**config.mk**
```make
export PLATFORM = sky130hd
export DESIGN_NAME = stdcore_spram_fifo
export DESIGN_NICKNAME = d
export VERILOG_FILES = /design/src/rtl/stdcore_spram_fifo.sv
export SDC_FILE = /design/constraint.sdc
export NUM_CORES = 1
export LEC_CHECK = 0
export ABC_AREA = 1
export CORE_MARGIN = 2
export CORE_UTILIZATION = 55
export CTS_CLUSTER_DIAMETER = 150
export DETAILED_ROUTE_END_ITERATION = 7
export GPL_TIMING_DRIVEN = 0
export PLACE_DENSITY = 0.85
export SLEW_MARGIN = 40
export SYNTH_ARGS = -nofsm -noshare
export SYNTH_HDL_FRONTEND = slang
export SYNTH_SLANG_ARGS = --single-unit
```
**constraint.sdc**
```tcl
create_clock -name clk -period 4.3 [get_ports clk]
set_input_delay 1.075 -clock clk [delete_from_list [all_inputs] [get_ports clk]]
set_output_delay 1.075 -clock clk [all_outputs]
set_load 0.01 [all_outputs]
```
**src/rtl/stdcore_spram_fifo.sv**
```systemverilog
// Valid/ready FIFO controller for a single-port 1-cycle-latency SRAM, with a 3-entry prefetch buffer.
// Optional peak-occupancy register enabled by STDCORE_SPRAM_FIFO_WATERMARK_EN.
module stdcore_spram_fifo #(
  parameter int unsigned DW    = 8,
  parameter int unsigned AW    = 4,
  parameter int unsigned DEPTH = 16
) (
  input  logic          clk,
  input  logic          rst,
  input  logic          in_valid,
  output logic          in_ready,
  input  logic [DW-1:0] in_data,
  output logic          out_valid,
  input  logic          out_ready,
  output logic [DW-1:0] out_data,
  output logic [AW+1:0] count,
  output logic          sram_ce_n,
  output logic          sram_we_n,
  output logic [AW-1:0] sram_addr,
  output logic [DW-1:0] sram_wdata,
  input  logic [DW-1:0] sram_rdata
`ifdef STDCORE_SPRAM_FIFO_WATERMARK_EN
  ,
  output logic [AW+1:0] max_count
`endif
);

  localparam int unsigned MW = AW + 1;
  localparam int unsigned CW = AW + 2;
  localparam int unsigned OB = 3;

  logic [AW-1:0] wr_ptr;
  logic [AW-1:0] rd_ptr;
  logic [MW-1:0] mem_cnt;
  logic          rd_inflight;
  logic [1:0]    ob_cnt;
  logic          rd_turn;
  logic [DW-1:0] ob [OB];

  logic          rd_want;
  logic          push;
  logic          pop;
  logic          rd_sel;
  logic [1:0]    cap_idx;

  // Arbitration uses registered state only, so out_ready never reaches the SRAM port.
  assign rd_want  = (mem_cnt != '0) && ((3'(ob_cnt) + 3'(rd_inflight)) < 3'd3);
  assign in_ready = !rst && (mem_cnt < MW'(DEPTH)) && !(rd_want && rd_turn);
  assign push     = in_valid && in_ready;
  assign rd_sel   = !rst && rd_want && !push;
  assign pop      = out_valid && out_ready;

  assign sram_ce_n  = !(push || rd_sel);
  assign sram_we_n  = !push;
  assign sram_addr  = push ? wr_ptr : rd_ptr;
  assign sram_wdata = in_data;

  assign out_valid = (ob_cnt != 2'd0);
  assign out_data  = ob[0];
  assign count     = CW'(mem_cnt) + CW'(rd_inflight) + CW'(ob_cnt);
  assign cap_idx   = ob_cnt - {1'b0, pop};

  // Control state.
  always_ff @(posedge clk) begin
    if (rst) begin
      wr_ptr      <= '0;
      rd_ptr      <= '0;
      mem_cnt     <= '0;
      rd_inflight <= 1'b0;
      ob_cnt      <= 2'd0;
      rd_turn     <= 1'b1;
    end else begin
      if (push) wr_ptr <= (wr_ptr == AW'(DEPTH - 1)) ? '0 : wr_ptr + 1'b1;
      if (rd_sel) rd_ptr <= (rd_ptr == AW'(DEPTH - 1)) ? '0 : rd_ptr + 1'b1;
      mem_cnt     <= mem_cnt + MW'(push) - MW'(rd_sel);
      rd_inflight <= rd_sel;
      ob_cnt      <= ob_cnt + 2'(rd_inflight) - 2'(pop);
      if (rd_sel) rd_turn <= 1'b0;
      else if (push && rd_want) rd_turn <= 1'b1;
    end
  end

  // Prefetch buffer: head at entry 0; a lone head stays put when popped so out_data holds.
  always_ff @(posedge clk) begin
    if (pop && (ob_cnt > 2'd1)) begin
      ob[0] <= ob[1];
      ob[1] <= ob[2];
    end
    for (int i = 0; i < OB; i++) begin
      if (!rst && rd_inflight && (cap_idx == 2'(i))) ob[i] <= sram_rdata;
    end
  end

`ifdef STDCORE_SPRAM_FIFO_WATERMARK_EN
  logic [CW-1:0] count_nxt;

  // Reads and captures only move entries between stages; occupancy changes on push/pop.
  assign count_nxt = count + CW'(push) - CW'(pop);

  always_ff @(posedge clk) begin
    if (rst) max_count <= '0;
    else if (count_nxt > max_count) max_count <= count_nxt;
  end
`endif

endmodule
```
==> results.json, run 1 <==
{
  "drtIter0Drc": 136,
  "syn_inst": 244,
  "synthTopCellsByArea": "edfxtp_1, dfxtp_1, ha_1",
  "finalCritPeriodShare_pct": 85.48,
  "avgSynthCellArea_sq_um": 9.651,
  "dr.pass1.iters": 4,
  "grt.total_usage_pct": 18.98,
  "rsz0062_at_grt": "no",
  "tightest_slew_ns": 0.5504,
  "power_density_nw_per_um2": 602.2,
  "rows": 23,
  "pre_cts_slack_ns": 0.6281,
  "io_buffer_count": 40,
  "grt.busiest_layer": "met2",
  "routedWlPerCell_um": 12.03,
  "stdcell_area_sq_um": 2967,
  "nFillCells": 295,
  "synth_warnings": 0,
  "hpwl_mm": 3.176,
  "period_minus_slack_ns": 3.676,
  "viasPerCell": 5.056,
  "core_region_area_sq_um": 4058,
  "crit_buf_inv": 3,
  "die-width_um": 69.43,
  "htree_levels": 2,
  "via_count": 1729,
  "gp_congestion": 0.7743,
  "nNetsFinal": 328,
  "route.detailed.drc": 0,
  "tritoncts": "done",
  "relSlewSlack_pct": 63.03,
  "critPathRequiredTime_ns": 3.22,
  "start_util_pct": 58.03,
  "cts_buffers": 5,
  "cp_max_fo": 10,
  "clk_pin_slew_ns": 0.07,
  "wl_mm": 4.114,
  "yosysSeqAreaShare_pct": 45.06,
  "clock-skew-final_ns": 0.003202,
  "startpoint_type": "input pin",
  "drt.antenna.violating_nets": 0,
  "clock_latency_ns": 0.29,
  "drive_gt1_share_pct": 20.21,
  "post_cts_buffers": 0,
  "peakVddDrop_mv": 0.4971,
  "crit_path_top_delay_cell": "clkdlybuf4s50_1",
  "status": "finished clean",
  "final_cells": 342,
  "power_leakage_nw": 1.306,
  "dieHeight_um": 69.43,
  "clock_path_buffers": 2,
  "endpoint_kind": "output pin",
  "syn_nets": 281,
  "root_buffer": "clkbuf_8",
  "path_delay_family": "buffers and inverters",
  "cts.sinks": 41,
  "worstPathArrival_ns": 2.60,
  "ctsResizeCount": 0,
  "synth.distinct_cells": 36,
  "met2_usage_pct": 34.62,
  "final-hold-violation-count": 0,
  "antenna_found_initial": 0,
  "area_growth_pct": 25.98,
  "dieArea_sq_um": 4821,
  "grt-ovfl-total": 0,
  "diodes": 0,
  "final_cell_mix": "nand2_1, clkdlybuf4s50_1, inv_1, edfxtp_1, dfxtp_1",
  "timing.fmax_ghz": 0.2721,
  "setup_tns_ns": 0,
  "worstPathCellList": "clkdlybuf4s50_1, nand3_4, buf_8, o21ai_1, clkdlybuf4s50_1",
  "layout_setup_ws_ns": 0.6245,
  "place_inst": 334,
  "grt_pass1_wl_mm": 7.479,
  "grt_pass1_vias": 1714,
  "grt.met3_usage_pct": 4.797,
  "maxCapViolCount": 0,
  "synth_top_area_cell": "edfxtp_1",
  "placed_area_sq_um": 2824,
  "crit_path_max_incr_delay_ns": 0.55,
  "synth_top_area_share_pct": 30.61,
  "final_common_cell": "nand2_1",
  "ys_seq_elements": 41,
  "syn_area_sq_um": 2355,
  "ios": 50,
  "drv_slew": 0,
  "path_common_cell": "clkdlybuf4s50_1",
  "cts_hold_repair.buffers": 0,
  "min_path_type": "flop to flop",
  "finalSetupViolCount": 0,
  "met1_usage_pct": 21.85,
  "grt_start_max_net_pins": 14,
  "crit_type": "input pin to output pin"
}
cells by family (layout without fill, tap and decap cells):
group	Yosys count	after routing	share of synthesized area (%)
xor gates and xnor gates	6	6	2.551
DFF	41	41	45.06
and+or+nand+nor	80	80	17.16
AOI/OAI and AO/OA	42	42	11.26
buffers and inverters	58	106	13.97
adders and majority gates	17	17	9.990
worst paths after layout:
check	from	end	slack (ns)	cells after the start
min	wr_ptr[3]$_SDFFE_PP0N_	wr_ptr[3]$_SDFFE_PP0N_	0.50	2
min reg2reg	wr_ptr[3]$_SDFFE_PP0N_	wr_ptr[3]$_SDFFE_PP0N_	0.50	2
max	in_valid	sram_addr[0]	0.62	5
max reg2reg	ob_cnt[1]$_SDFF_PP0_	mem_cnt[4]$_SDFF_PP0_	1.66	13
where the power goes:
group	internal [W]	switching, W	leakage, nW
Sequential	0.000524	0.0000687	0.358
Clock	0.000230	0.000129	0.0681
Combinational	0.000396	0.000437	0.880
Total	0.00115	0.000635	1.31
per-stage QoR:
step / util, % / power [W] / hold WS (ns)
2_1_floorplan: - / 0.001139 / 0.4584
3_3_place_gp: 69.44 / 0.001384 / 0.4758
3_5_place_dp: 69.60 / 0.001427 / 0.4789
4_1_cts: 72.90 / 0.001797 / 0.4908
5_1_grt: 73.11 / 0.001925 / 0.5301
6_report: 73.11 / 0.001786 / 0.4966
registers in the layout (all words and copies together), names as in the netlist:
| signal | cells |
|---|---|
| mem_cnt | 5 |
| ob | 24 |
| ob_cnt | 2 |
| rd_inflight | 1 |
| rd_ptr | 4 |
| rd_turn | 1 |
| wr_ptr | 4 |
worst register-to-register path: stages (launching register included):
cell,delay (ns)
dfxtp_1,0.53
ha_1,0.31
a21oi_2,0.17
nand2_1,0.12
nor2_4,0.18
inv_1,0.07
nand2_1,0.10
ha_1,0.16
inv_1,0.05
fa_1,0.41
nor2_1,0.11
o21ai_0,0.10
and3_1,0.17
nor3_1,0.11
area by class of cell:
class	count	area (sq um)	share of cell area (%)
buffer	21	190.2	6.411
clock buffer	5	68.82	2.320
clock inverter	3	65.06	2.193
inverter	37	138.9	4.682
multi-input combinational	145	979.7	33.02
sequential	41	1061	35.77
tap	50	62.56	2.109
timing repair buffer	40	400.4	13.50
cell usage after synthesis, drive strengths merged:
master / instances
nand2: 48
inv: 37
edfxtp: 24
o21ai: 24
buf: 20
dfxtp: 17
a21oi: 16
ha: 14
nor2: 13
nand3: 11
xor2: 5
fa: 3
and3: 2
nand4: 2
a31o: 1
clkbuf: 1
nor3: 1
nor3b: 1
nor4: 1
o21a: 1
or2: 1
xnor2: 1
per-layer routing:
metal | vias up | wire length (um)
li1 | 881 | -
met1 | 790 | 1623
met2 | 51 | 2216
met3 | 7 | 215
met4 | 0 | 59
met5 | - | 0
(Power assumes the default switching activity.)
==> inputs of run 2 (changes only) <==
Settings changed: SLEW_MARGIN 40 to 10.
==> run 2 against run 1 <==
Net effect: core utilization decreased by 0.22 points; sequential power about the same; register-to-register slack about the same; via count increased by 0.17%; worst setup slack got worse by 0.0032 ns; routed wire length increased by 1.7%; combinational power decreased by 0.5%; highest routed layer unchanged; worst hold slack improved by 0.0014 ns; critical endpoint is now sram_addr[3]; fmax about the same; die area unchanged; largest cell class unchanged; global-route usage unchanged.
==> results.json, run 2 (same netlist as run 1, synthesis figures left out) <==
{
  "peakVddDrop_mv": 0.4973,
  "crit_type": "input pin to output pin",
  "holdWs_ns": 0.4979,
  "area_growth_pct": 25.61,
  "period_minus_slack_ns": 3.679,
  "power_density_nw_per_um2": 603.2,
  "dieHeight_um": 69.43,
  "via_count": 1732,
  "nFillCells": 296,
  "cts.sinks": 41,
  "finalSetupViolCount": 0,
  "grt_pass1_vias": 1714,
  "antenna_found_initial": 0,
  "cp_max_fo": 10,
  "final_cells": 342,
  "final_cell_mix": "nand2_1, clkdlybuf4s50_1, inv_1, edfxtp_1, dfxtp_1",
  "dieArea_sq_um": 4821,
  "regMostFlops": "ob",
  "drv_slew": 0,
  "grt.total_usage_pct": 18.98,
  "grt-ovfl-total": 0,
  "endpoint_kind": "output pin",
  "drive_gt1_share_pct": 20.21,
  "grt_pass1_wl_mm": 7.479,
  "startpoint_type": "input pin",
  "drt.antenna.violating_nets": 0,
  "io_buffer_count": 40,
  "nNetsFinal": 328,
  "grt_start_max_net_pins": 14,
  "r2r_slack_ns": 1.65,
  "place_inst": 334,
  "tightest_slew_ns": 0.8638,
  "clock_latency_ns": 0.29,
  "ios": 50,
  "power_leakage_nw": 1.304,
  "cts_buffers": 5,
  "reg.largest.list": "ob (24), mem_cnt (5)",
  "route.detailed.drc": 0,
  "min_path_type": "flop to flop",
  "rsz0062_at_grt": "no",
  "drtIter0Drc": 146,
  "largest_reg_flops": 24,
  "clock-skew-final_ns": 0.003051,
  "cts_hold_repair.buffers": 0,
  "root_buffer": "clkbuf_8",
  "status": "finished clean",
  "post_cts_buffers": 0,
  "setup_tns_ns": 0,
  "die-width_um": 69.43,
  "clock_path_buffers": 2,
  "routedWlPerCell_um": 12.24,
  "tritoncts": "done",
  "final-hold-violation-count": 0,
  "maxCapViolCount": 0,
  "ctsResizeCount": 0,
  "diodes": 0,
  "core_region_area_sq_um": 4058,
  "timing.fmax_ghz": 0.2718,
  "clk_pin_slew_ns": 0.07,
  "wl_mm": 4.185,
  "gp_congestion": 0.7743,
  "relSlewSlack_pct": 41.94,
  "final_common_cell": "nand2_1",
  "critPathRequiredTime_ns": 3.22,
  "worstPathArrival_ns": 2.60,
  "viasPerCell": 5.064,
  "hpwl_mm": 3.176,
  "htree_levels": 2,
  "finalCritPeriodShare_pct": 85.55,
  "start_util_pct": 58.03,
  "dr.pass1.iters": 4,
  "fin_util_pct": 72.90,
  "rows": 23
}
[run 2: cell counts in the layout (fill, tap and decap cells not counted)]
Identical to the previous run, type by type.
[run 2: per-layer routing]
metal / track usage (%) / share of wire (%) / up-vias
met5: 0 / 0 / -
met4: 5.447 / 1.5 / 0
met3: 4.797 / 5.0 / 10
met2: 34.62 / 53 / 43
met1: 21.85 / 41 / 800
li1: - / - / 879
[run 2: final timing paths]
| kind | depth (start not counted) | to | startpoint |
|---|---|---|---|
| worst max-delay path | 5 | sram_addr[3] | in_valid |
| worst min-delay path | 2 | wr_ptr[3]$_SDFFE_PP0N_ | wr_ptr[3]$_SDFFE_PP0N_ |
| worst max register to register | 13 | mem_cnt[4]$_SDFF_PP0_ | ob_cnt[1]$_SDFF_PP0_ |
| worst min register to register | 2 | wr_ptr[3]$_SDFFE_PP0N_ | wr_ptr[3]$_SDFFE_PP0N_ |
[run 2: area by class of cell]
| class | count | area, sq um | share of cell area, % |
|---|---|---|---|
| timing repair buffer | 40 | 400.4 | 13.54 |
| buffer | 21 | 190.2 | 6.430 |
| clock buffer | 5 | 68.82 | 2.327 |
| clock inverter | 3 | 65.06 | 2.200 |
| inverter | 37 | 138.9 | 4.695 |
| multi-input combinational | 145 | 970.9 | 32.83 |
| sequential | 41 | 1061 | 35.87 |
| tap | 50 | 62.56 | 2.115 |
[run 2: critical path, cell delays in order]
cell and delay [ns]:
clkdlybuf4s50_1 0.50, nand3_4 0.16, buf_8 0.18, o21ai_1 0.12, clkdlybuf4s50_1 0.55
[run 2: per-stage QoR]
| step | cell area [sq um] | setup slack (ns) | power [W] |
|---|---|---|---|
| finish | 2958 | 0.6212 | 0.001784 |
| detailed placement | 2824 | 0.6281 | 0.001427 |
| floorplan | 2355 | 1.366 | 0.001139 |
| global route | 2958 | 0.5144 | 0.001918 |
| global placement | 2818 | 0.6106 | 0.001384 |
| CTS | 2958 | 0.6103 | 0.001797 |
[run 2: power by group]
| group | leakage, nW | internal (W) | switching [W] | total (W) |
|---|---|---|---|---|
| sequential | 0.358 | 0.000524 | 0.0000698 | 0.000594 |
| combinational | 0.878 | 0.000395 | 0.000435 | 0.000830 |
| clock | 0.0681 | 0.000230 | 0.000130 | 0.000360 |
==> inputs of run 3 (changes only) <==
Settings changed: CORE_ASPECT_RATIO set to 0.7.
==> run 3 against run 2 <==
Net effect: register-to-register slack lost 0.04 ns; via count down 0.35%; non-clock buffer count rose by 1; first-iteration DRC count fell by 13%; sequential share of layout area shrank 0.14 points; worst hold slack worse by 0.0040 ns; worst setup slack better by 0.012 ns; core utilization is 1.0 points higher; global-route usage is 1.8 points higher; clock-buffer cell count is the same; die area rose by 0.18%; clock power increased by 3%; highest routed layer unchanged.
==> results.json, run 3 (same netlist as run 1, synthesis figures left out) <==
{
  "htree_levels": 2,
  "power_density_nw_per_um2": 607.1,
  "root_buffer": "clkbuf_8",
  "grt.total_usage_pct": 20.81,
  "nNetsFinal": 329,
  "met2_usage_pct": 31.57,
  "endpoint_kind": "output pin",
  "cts.sinks": 41,
  "antenna_found_initial": 0,
  "clk_pin_slew_ns": 0.08,
  "post_cts_buffers": 0,
  "drt.antenna.violating_nets": 0,
  "clock_latency_ns": 0.29,
  "cts_buffers": 5,
  "route.detailed.drc": 0,
  "finalCritPeriodShare_pct": 85.27,
  "regMostFlops": "ob",
  "routedWlPerCell_um": 12.89,
  "via_count": 1726,
  "rsz0062_at_grt": "no",
  "clock-skew-final_ns": 0.004800,
  "min_path_type": "flop to flop",
  "pre_cts_slack_ns": 0.6388,
  "cp_max_fo": 10,
  "layout_setup_ws_ns": 0.6334,
  "setup_tns_ns": 0,
  "area_growth_pct": 26.09,
  "dieHeight_um": 58.75,
  "die-width_um": 82.21,
  "worstPathArrival_ns": 2.59,
  "hpwl_mm": 3.459,
  "cts_hold_repair.buffers": 0,
  "drv_slew": 0,
  "final_cell_mix": "nand2_1, clkdlybuf4s50_1, inv_1, edfxtp_1, dfxtp_1",
  "core_region_area_sq_um": 4018,
  "finalSetupViolCount": 0,
  "reg.largest.list": "ob (24), mem_cnt (5)",
  "holdWs_ns": 0.4939,
  "place_inst": 337,
  "io_buffer_count": 40,
  "final_common_cell": "nand2_1",
  "start_util_pct": 58.61,
  "status": "finished clean",
  "diodes": 0,
  "grt.met3_usage_pct": 4.755,
  "dr.pass1.iters": 4,
  "drtIter0Drc": 127,
  "power_leakage_nw": 1.310,
  "tightest_slew_ns": 0.4800,
  "grt-ovfl-total": 0,
  "ctsResizeCount": 0,
  "maxCapViolCount": 0,
  "clock_path_buffers": 2,
  "gp_congestion": 0.8024,
  "grt_pass1_vias": 1663,
  "largest_reg_flops": 24,
  "relSlewSlack_pct": 68.00,
  "met1_usage_pct": 30.14,
  "crit_type": "input pin to output pin",
  "final_cells": 345,
  "drive_gt1_share_pct": 20.48,
  "grt.busiest_layer": "met2",
  "ios": 50,
  "startpoint_type": "input pin",
  "dieArea_sq_um": 4829,
  "wl_mm": 4.447,
  "viasPerCell": 5.003,
  "critPathRequiredTime_ns": 3.22,
  "tritoncts": "done",
  "grt_start_max_net_pins": 15,
  "final-hold-violation-count": 0,
  "timing.fmax_ghz": 0.2727,
  "fin_util_pct": 73.90,
  "peakVddDrop_mv": 0.4358,
  "rows": 19,
  "grt_pass1_wl_mm": 7.583,
  "period_minus_slack_ns": 3.667
}
-- run 3: changes by cell type in the layout (fill, tap and decap cells not counted), sizes merged --
cell    delta
buf        +1
clkinv     -1
inv        +1
-- run 3: report_power, final --
part | internal (W) | switching, W | total, W
registers | 0.000524 | 0.0000707 | 0.000595
clock network | 0.000234 | 0.000135 | 0.000369
logic | 0.000395 | 0.000444 | 0.000839
total | 0.00115 | 0.000650 | 0.00180
-- run 3: worst max-delay path: stages --
cell and delay, ns:
clkdlybuf4s50_1 0.51, nand3_4 0.17, buf_8 0.19, o21ai_1 0.11
clkdlybuf4s50_1 0.55
-- run 3: routing by layer --
layer | vias to the layer above | wire [um]
met2 | 62 | 2056
met3 | 7 | 272
met4 | 0 | 70
met1 | 780 | 2047
li1 | 877 | -
met5 | - | 0
-- run 3: stage by stage --
| stage | cell area, sq um | total power [W] |
|---|---|---|
| floorplan | 2355 | 0.001139 |
| global placement | 2820 | 0.001395 |
| detailed placement | 2831 | 0.001437 |
| CTS | 2969 | 0.001815 |
| global route | 2969 | 0.001946 |
| finish | 2969 | 0.001803 |
-- run 3: path summary, 6_finish.rpt --
check	from	end	slack, ns	cells after the start
max	in_valid	sram_addr[3]	0.63	5
min reg2reg	wr_ptr[3]$_SDFFE_PP0N_	wr_ptr[3]$_SDFFE_PP0N_	0.49	2
min	wr_ptr[3]$_SDFFE_PP0N_	wr_ptr[3]$_SDFFE_PP0N_	0.49	2
max reg2reg	ob_cnt[1]$_SDFF_PP0_	mem_cnt[4]$_SDFF_PP0_	1.61	13
-- run 3: cell type report --
class / instances / area, sq um
multi-input cells: 145 / 970.9
fillers: 286 / 1049
plain buffers: 21 / 190.2
well taps: 52 / 65.06
inverters: 37 / 138.9
flip-flops and latches: 41 / 1061
repair buffers: 41 / 405.4
clock buffers: 5 / 68.82
clock inverters: 3 / 68.82
